--- src/rtl/ahb_arbiter_mn.sv ---
// Parametrised multi-master AHB arbiter: round-robin or fixed priority, burst-aware grant hold,
// HLOCK/HMASTLOCK, default master. Define AMBA_AHB_ARB_SPLIT_EN to add HRESP/HSPLIT split masking.
module ahb_arbiter_mn #(
    parameter int NUM_MASTER     = 4,
    parameter int DEFAULT_MASTER = 0,
    parameter int ROUND_ROBIN    = 1
) (
    input  logic                  HCLK,
    input  logic                  HRESETn,
    input  logic                  HREADY,
    input  logic [NUM_MASTER-1:0] HBUSREQ,
    input  logic [NUM_MASTER-1:0] HLOCK,
    input  logic [1:0]            HTRANS,
    input  logic [2:0]            HBURST,
`ifdef AMBA_AHB_ARB_SPLIT_EN
    input  logic [1:0]            HRESP,
    input  logic [NUM_MASTER-1:0] HSPLIT,
`endif
    output logic [NUM_MASTER-1:0] HGRANT,
    output logic [3:0]            HMASTER,
    output logic                  HMASTLOCK
);

    localparam int IDXW  = (NUM_MASTER > 1) ? $clog2(NUM_MASTER) : 1;
    localparam int DEF_I = (DEFAULT_MASTER < NUM_MASTER) ? DEFAULT_MASTER : 0;
    localparam logic [IDXW-1:0]       DEF_IDX    = IDXW'(DEF_I);
    localparam logic [NUM_MASTER-1:0] DEF_ONEHOT = NUM_MASTER'(1) << DEF_I;

    logic [NUM_MASTER-1:0] r_grant;
    logic [3:0]            r_master;
    logic                  r_mastlock;
    logic [3:0]            r_beat_cnt;
    logic [IDXW-1:0]       r_rr_ptr;

    logic [IDXW-1:0]       w_grant_idx;
    logic [3:0]            w_beat_next;
    logic [NUM_MASTER-1:0] w_req;
    logic                  w_split_rsp;
    logic                  w_force_arb;
    logic                  w_arb;
    logic [IDXW-1:0]       w_win_idx;
    logic                  w_win_found;
    logic [NUM_MASTER-1:0] w_win_onehot;
    int                    w_scan_pos;
    logic [IDXW-1:0]       w_scan_sel;

`ifdef AMBA_AHB_ARB_SPLIT_EN
    logic [NUM_MASTER-1:0] r_split_mask;
    logic [NUM_MASTER-1:0] w_split_mask_next;
    logic                  r_force_arb;

    assign w_split_rsp = (HRESP == 2'b11) && !HREADY;
    assign w_force_arb = r_force_arb;
    assign w_req       = HBUSREQ & ~r_split_mask;

    // Clearing via HSPLIT takes precedence over a SPLIT response on the same edge.
    genvar gi;
    for (gi = 0; gi < NUM_MASTER; gi++) begin : g_split
        assign w_split_mask_next[gi] = !HSPLIT[gi] &&
            (r_split_mask[gi] || (w_split_rsp && (r_master == 4'(gi))));
    end

    always_ff @(posedge HCLK or negedge HRESETn) begin
        if (!HRESETn) begin
            r_split_mask <= '0;
            r_force_arb  <= 1'b0;
        end else begin
            r_split_mask <= w_split_mask_next;
            if (HREADY)
                r_force_arb <= 1'b0;
            else if (w_split_rsp)
                r_force_arb <= 1'b1;
        end
    end
`else
    assign w_split_rsp = 1'b0;
    assign w_force_arb = 1'b0;
    assign w_req       = HBUSREQ;
`endif

    always_comb begin
        w_grant_idx = '0;
        for (int k = 0; k < NUM_MASTER; k++) begin
            if (r_grant[k])
                w_grant_idx = IDXW'(k);
        end
    end

    // Counter value after this edge assuming HREADY=1; reaching zero opens arbitration.
    always_comb begin
        w_beat_next = r_beat_cnt;
        case (HTRANS)
            2'b00: w_beat_next = 4'd0;
            2'b01: w_beat_next = r_beat_cnt;
            2'b10: begin
                case (HBURST)
                    3'b000, 3'b001: w_beat_next = 4'd0;
                    3'b010, 3'b011: w_beat_next = 4'd3;
                    3'b100, 3'b101: w_beat_next = 4'd7;
                    default:        w_beat_next = 4'd15;
                endcase
            end
            default: begin
                if (r_beat_cnt != 4'd0)
                    w_beat_next = r_beat_cnt - 4'd1;
            end
        endcase
    end

    assign w_arb = HREADY && ((w_beat_next == 4'd0) || w_force_arb) && !HLOCK[w_grant_idx];

    always_comb begin
        w_win_idx   = DEF_IDX;
        w_win_found = 1'b0;
        w_scan_pos  = 0;
        w_scan_sel  = '0;
        if (ROUND_ROBIN != 0) begin
            for (int k = 1; k <= NUM_MASTER; k++) begin
                w_scan_pos = (int'(r_rr_ptr) + k) % NUM_MASTER;
                w_scan_sel = IDXW'(w_scan_pos);
                if (!w_win_found && w_req[w_scan_sel]) begin
                    w_win_found = 1'b1;
                    w_win_idx   = w_scan_sel;
                end
            end
        end else begin
            for (int k = NUM_MASTER - 1; k >= 0; k--) begin
                w_scan_sel = IDXW'(k);
                if (w_req[w_scan_sel]) begin
                    w_win_found = 1'b1;
                    w_win_idx   = w_scan_sel;
                end
            end
        end
    end

    always_comb begin
        w_win_onehot            = '0;
        w_win_onehot[w_win_idx] = 1'b1;
    end

    always_ff @(posedge HCLK or negedge HRESETn) begin
        if (!HRESETn) begin
            r_grant    <= DEF_ONEHOT;
            r_master   <= 4'(DEF_IDX);
            r_mastlock <= 1'b0;
            r_beat_cnt <= 4'd0;
            r_rr_ptr   <= DEF_IDX;
        end else if (HREADY) begin
            r_master   <= 4'(w_grant_idx);
            r_mastlock <= HLOCK[w_grant_idx];
            r_beat_cnt <= w_beat_next;
            if (w_arb) begin
                r_grant <= w_win_onehot;
                if (w_win_found)
                    r_rr_ptr <= w_win_idx;
            end
        end else if (w_split_rsp) begin
            r_beat_cnt <= 4'd0;
        end
    end

    assign HGRANT    = r_grant;
    assign HMASTER   = r_master;
    assign HMASTLOCK = r_mastlock;

endmodule
--- config.mk ---
export PLATFORM = sky130hd
export DESIGN_NAME = ahb_arbiter_mn
export DESIGN_NICKNAME = d
export VERILOG_FILES = /design/src/rtl/ahb_arbiter_mn.sv
export SDC_FILE = /design/constraint.sdc
export NUM_CORES = 1
export LEC_CHECK = 0
export BUFFER_PORTS_ARGS = -buffer_cell sky130_fd_sc_hd__buf_4
export CAP_MARGIN = 10
export CORE_MARGIN = 4
export CORE_UTILIZATION = 45
export CTS_CLUSTER_DIAMETER = 40
export DETAILED_ROUTE_END_ITERATION = 10
export GPL_TIMING_DRIVEN = 1
export HOLD_SLACK_MARGIN = 0.12
export PLACE_DENSITY_LB_ADDON = 0.05
export SYNTH_ARGS = -nofsm -noshare
export SYNTH_HDL_FRONTEND = slang
export SYNTH_SLANG_ARGS = --single-unit
--- constraint.sdc ---
create_clock -name HCLK -period 1.9 [get_ports HCLK]
set_clock_uncertainty 0.05 [all_clocks]
set_input_delay 0.095 -clock HCLK [delete_from_list [all_inputs] [get_ports HCLK]]
set_output_delay 0.095 -clock HCLK [all_outputs]
set_load 0.005 [all_outputs]
==> results.tsv <==
metric	value	unit
Worst R2R Start	r_beat_cnt[0]	
hold slack final	0.137	ns
GRT Total Usage	15.8	%
FMAX	555	MHz
initial antenna violation count	0	
Power Internal	817	µW
final worst-path cycle share	94.9	%
clock buffer depth	2	
Gate power share	47.2	%
Slowest cell on crit path	dfrtp_1	
most frequently used flop master after synthesis	dfrtp_1	
clk_lat worst skew	0.27	ns
pin count of the biggest net entering global routing	14	
layout cells sized above 1	29.3	%
CTS clk-pin slew, worst paths	0.08	ns
Worst-Margin Slew	0.525	ns
Max VDD drop	0.635	mV
CTS Buf Count	3	
TNS Setup	0	ns
sequential share of the synthesized area	37.5	%
initial core utilization	48.8	%
WS Path Type	reg2reg	
P_sw	447	µW
sequential power share	39.4	%
Critical Path Start Type	flop	
Worst Path Buf+Inv	1	
crit path cell chain	buf_4 -> nor3_4 -> o21ai_2 -> a31oi_2 -> nand4_1 -> mux2_4	
Synth Instances	99	
Post-Syn Area	871	µm²
DR pass1 iterations	4	
Sw Share	35.4	%
mean routed wirelength per cell	11.9	µm
core area	1780	µm²
Rows	15	
final setup violation count	0	
Async S/R FF share, synth	100	%
IO Pins	25	
final cell utilization of the core	66.7	%
chip width	52.0	µm
grt ovf	0	
Hold Path Origin	HBUSREQ[2]	
biggest area consumer among synthesized cells	dfrtp_1	
global-route wire length before repair	3270	µm
Crit. End Element	flop	
hpwl dp	1490	µm
vias in the first global route	795	
area grow syn2layout	36.6	%
leakage	0.000546	µW
Yosys warnings	0	
delay-heaviest family, CP	simple AND/OR/NAND/NOR gates	
drc violations	0	
post-route design area	1190	µm²
count leader, synth	nor2_1	
die footprint	2700	µm²
clock sinks	13	
run status	finished, final reports clean	
final WL	1880	µm
CTS Root Cell	clkbuf_4	
HP Class	in2reg	
final hold violation count	0	
number of max-cap violations	0	
Worst path max stage delay	0.39	ns
Post-DP Area	1070	µm²
clock power share	13.4	%
Vias	837	
TritonCTS clock tree	built	
Seq cells post-synth	13	
H-tree levels	1	
Routed Antenna Nets	0	
CP arrival	1.92	ns
vias per cell	5.30	
Ant. Diodes	0	
Yosys top cell area share	34.5	%
Placer Congestion	0.854	
Pwr Density	1060	nW/µm²
final count of pins violating max slew	0	
Required @ worst endpoint	2.01	ns
I/O Buffers	21	
die height	52.0	µm
Final nets	151	
CP startpoint	r_beat_cnt[0]	
Starting DRT DRC Count	13	
Synth cell types	38	
fin crit period	1.80	ns
total setup buffers inserted after CTS	0	
worst-path fanout max	4	
dominant cells by area after synthesis	dfrtp_1 34%, nor2_1 5.6%, mux2_1 5.2%, a21oi_1 3.4%, mux2i_1 3.4%	
post-synthesis average cell area	8.80	µm²
Relative slew margins	64.7	%
number of synthesized flops with an enable pin	0	
top post-synthesis cells by count	13 x nor2_1, 12 x dfrtp_1, 8 x inv_1, 8 x nand2_1	
unrepaired setup endpoints after global routing	false	
==> cell families after synthesis <==
family          Yosys count  synth area share [%]
other cells               1                 0.431
simple gates             36                  22.7
buf+inv                  11                  5.60
compound gates           28                  21.4
xor+xnor                  1                  1.01
mux                       8                  9.91
flops                    13                  37.5
fa+ha+maj                 1                  1.44
==> layout make-up <==
class | instances | area, µm²
clock buffer | 4 | 26.3
fill | 170 | 593
inverter | 8 | 30.0
multi-input combinational | 76 | 515
sequential | 13 | 327
tap | 25 | 31.3
timing repair buffer | 32 | 260
==> worst reg2reg max path: cells and delay by family, from the launching register on <==
family,cells,cell delay [ns]
flops,1,0.39
mux,1,0.35
buf+inv,1,0.16
compound gates,2,0.33
simple gates,2,0.42
==> what timing repair did <==
action | in CTS | in global routing
setup endpoints to repair | 0 | 5
hold buffers | 8 | 0
gates resized for setup | 0 | 5
endpoints found under the hold margin | 20 | 0
==> metal layers <==
| layer | global-route usage [%] | wire [µm] | part of all wire [%] | vias to the layer above |
|---|---|---|---|---|
| met5 | 0 | 0 | 0 | - |
| met4 | 2.62 | 9 | 0.48 | 0 |
| met3 | 4.30 | 89 | 4.7 | 2 |
| met2 | 27.6 | 936 | 50 | 15 |
| met1 | 19.4 | 848 | 45 | 400 |
| li1 | - | - | - | 420 |
==> power groups by stage <==
stage | logic, µW | registers, µW | clock network [µW]
5_1_grt | 667 | 523 | 190
4_1_cts | 573 | 499 | 175
2_1_floorplan | 324 | 495 | 0
3_5_place_dp | 550 | 504 | 0
3_3_place_gp | 543 | 496 | 0
6_report | 597 | 498 | 169
==> stage by stage <==
stage | cells | power [µW] | setup slack (ns)
floorplan | 100 | 820 | 0.0987
finish | 158 | 1260 | 0.0971
detailed placement | 146 | 1050 | 0.0789
global route | 158 | 1380 | 0.00833
CTS | 158 | 1250 | 0.0497
global placement | 146 | 1040 | 0.117
==> worst paths after layout <==
kind	endpoint	slack, ns	cells after the start
setup / recovery	r_rr_ptr[0]	0.1	6
hold / removal	HGRANT[3]	0.14	4
setup reg to reg	r_rr_ptr[0]	0.1	6
hold reg to reg	HMASTER[0]	0.43	1
max in group asynchronous	HGRANT[0]	1.42	2
min in group asynchronous	r_beat_cnt[1]	0.15	2
==> layout by cell type, fill, tap and decap left out, types with 3 or more instances in the layout <==
cell type / n
buf_4: 24
dlygate4sd3_1: 8
inv_1: 8
o21ai_0: 6
nand2_1: 8
nor2_1: 12
clkbuf_4: 3
a21oi_1: 6
mux2i_1: 3
dfrtp_1: 12
==> flip-flops by register name, summed over array words and instances (netlist names) <==
| signal | count |
|---|---|
| HMASTLOCK | 1 |
| r_rr_ptr | 2 |
| r_beat_cnt | 4 |
| HGRANT | 4 |
| HMASTER | 2 |
Note: power is estimated with default switching activity, not from simulation.
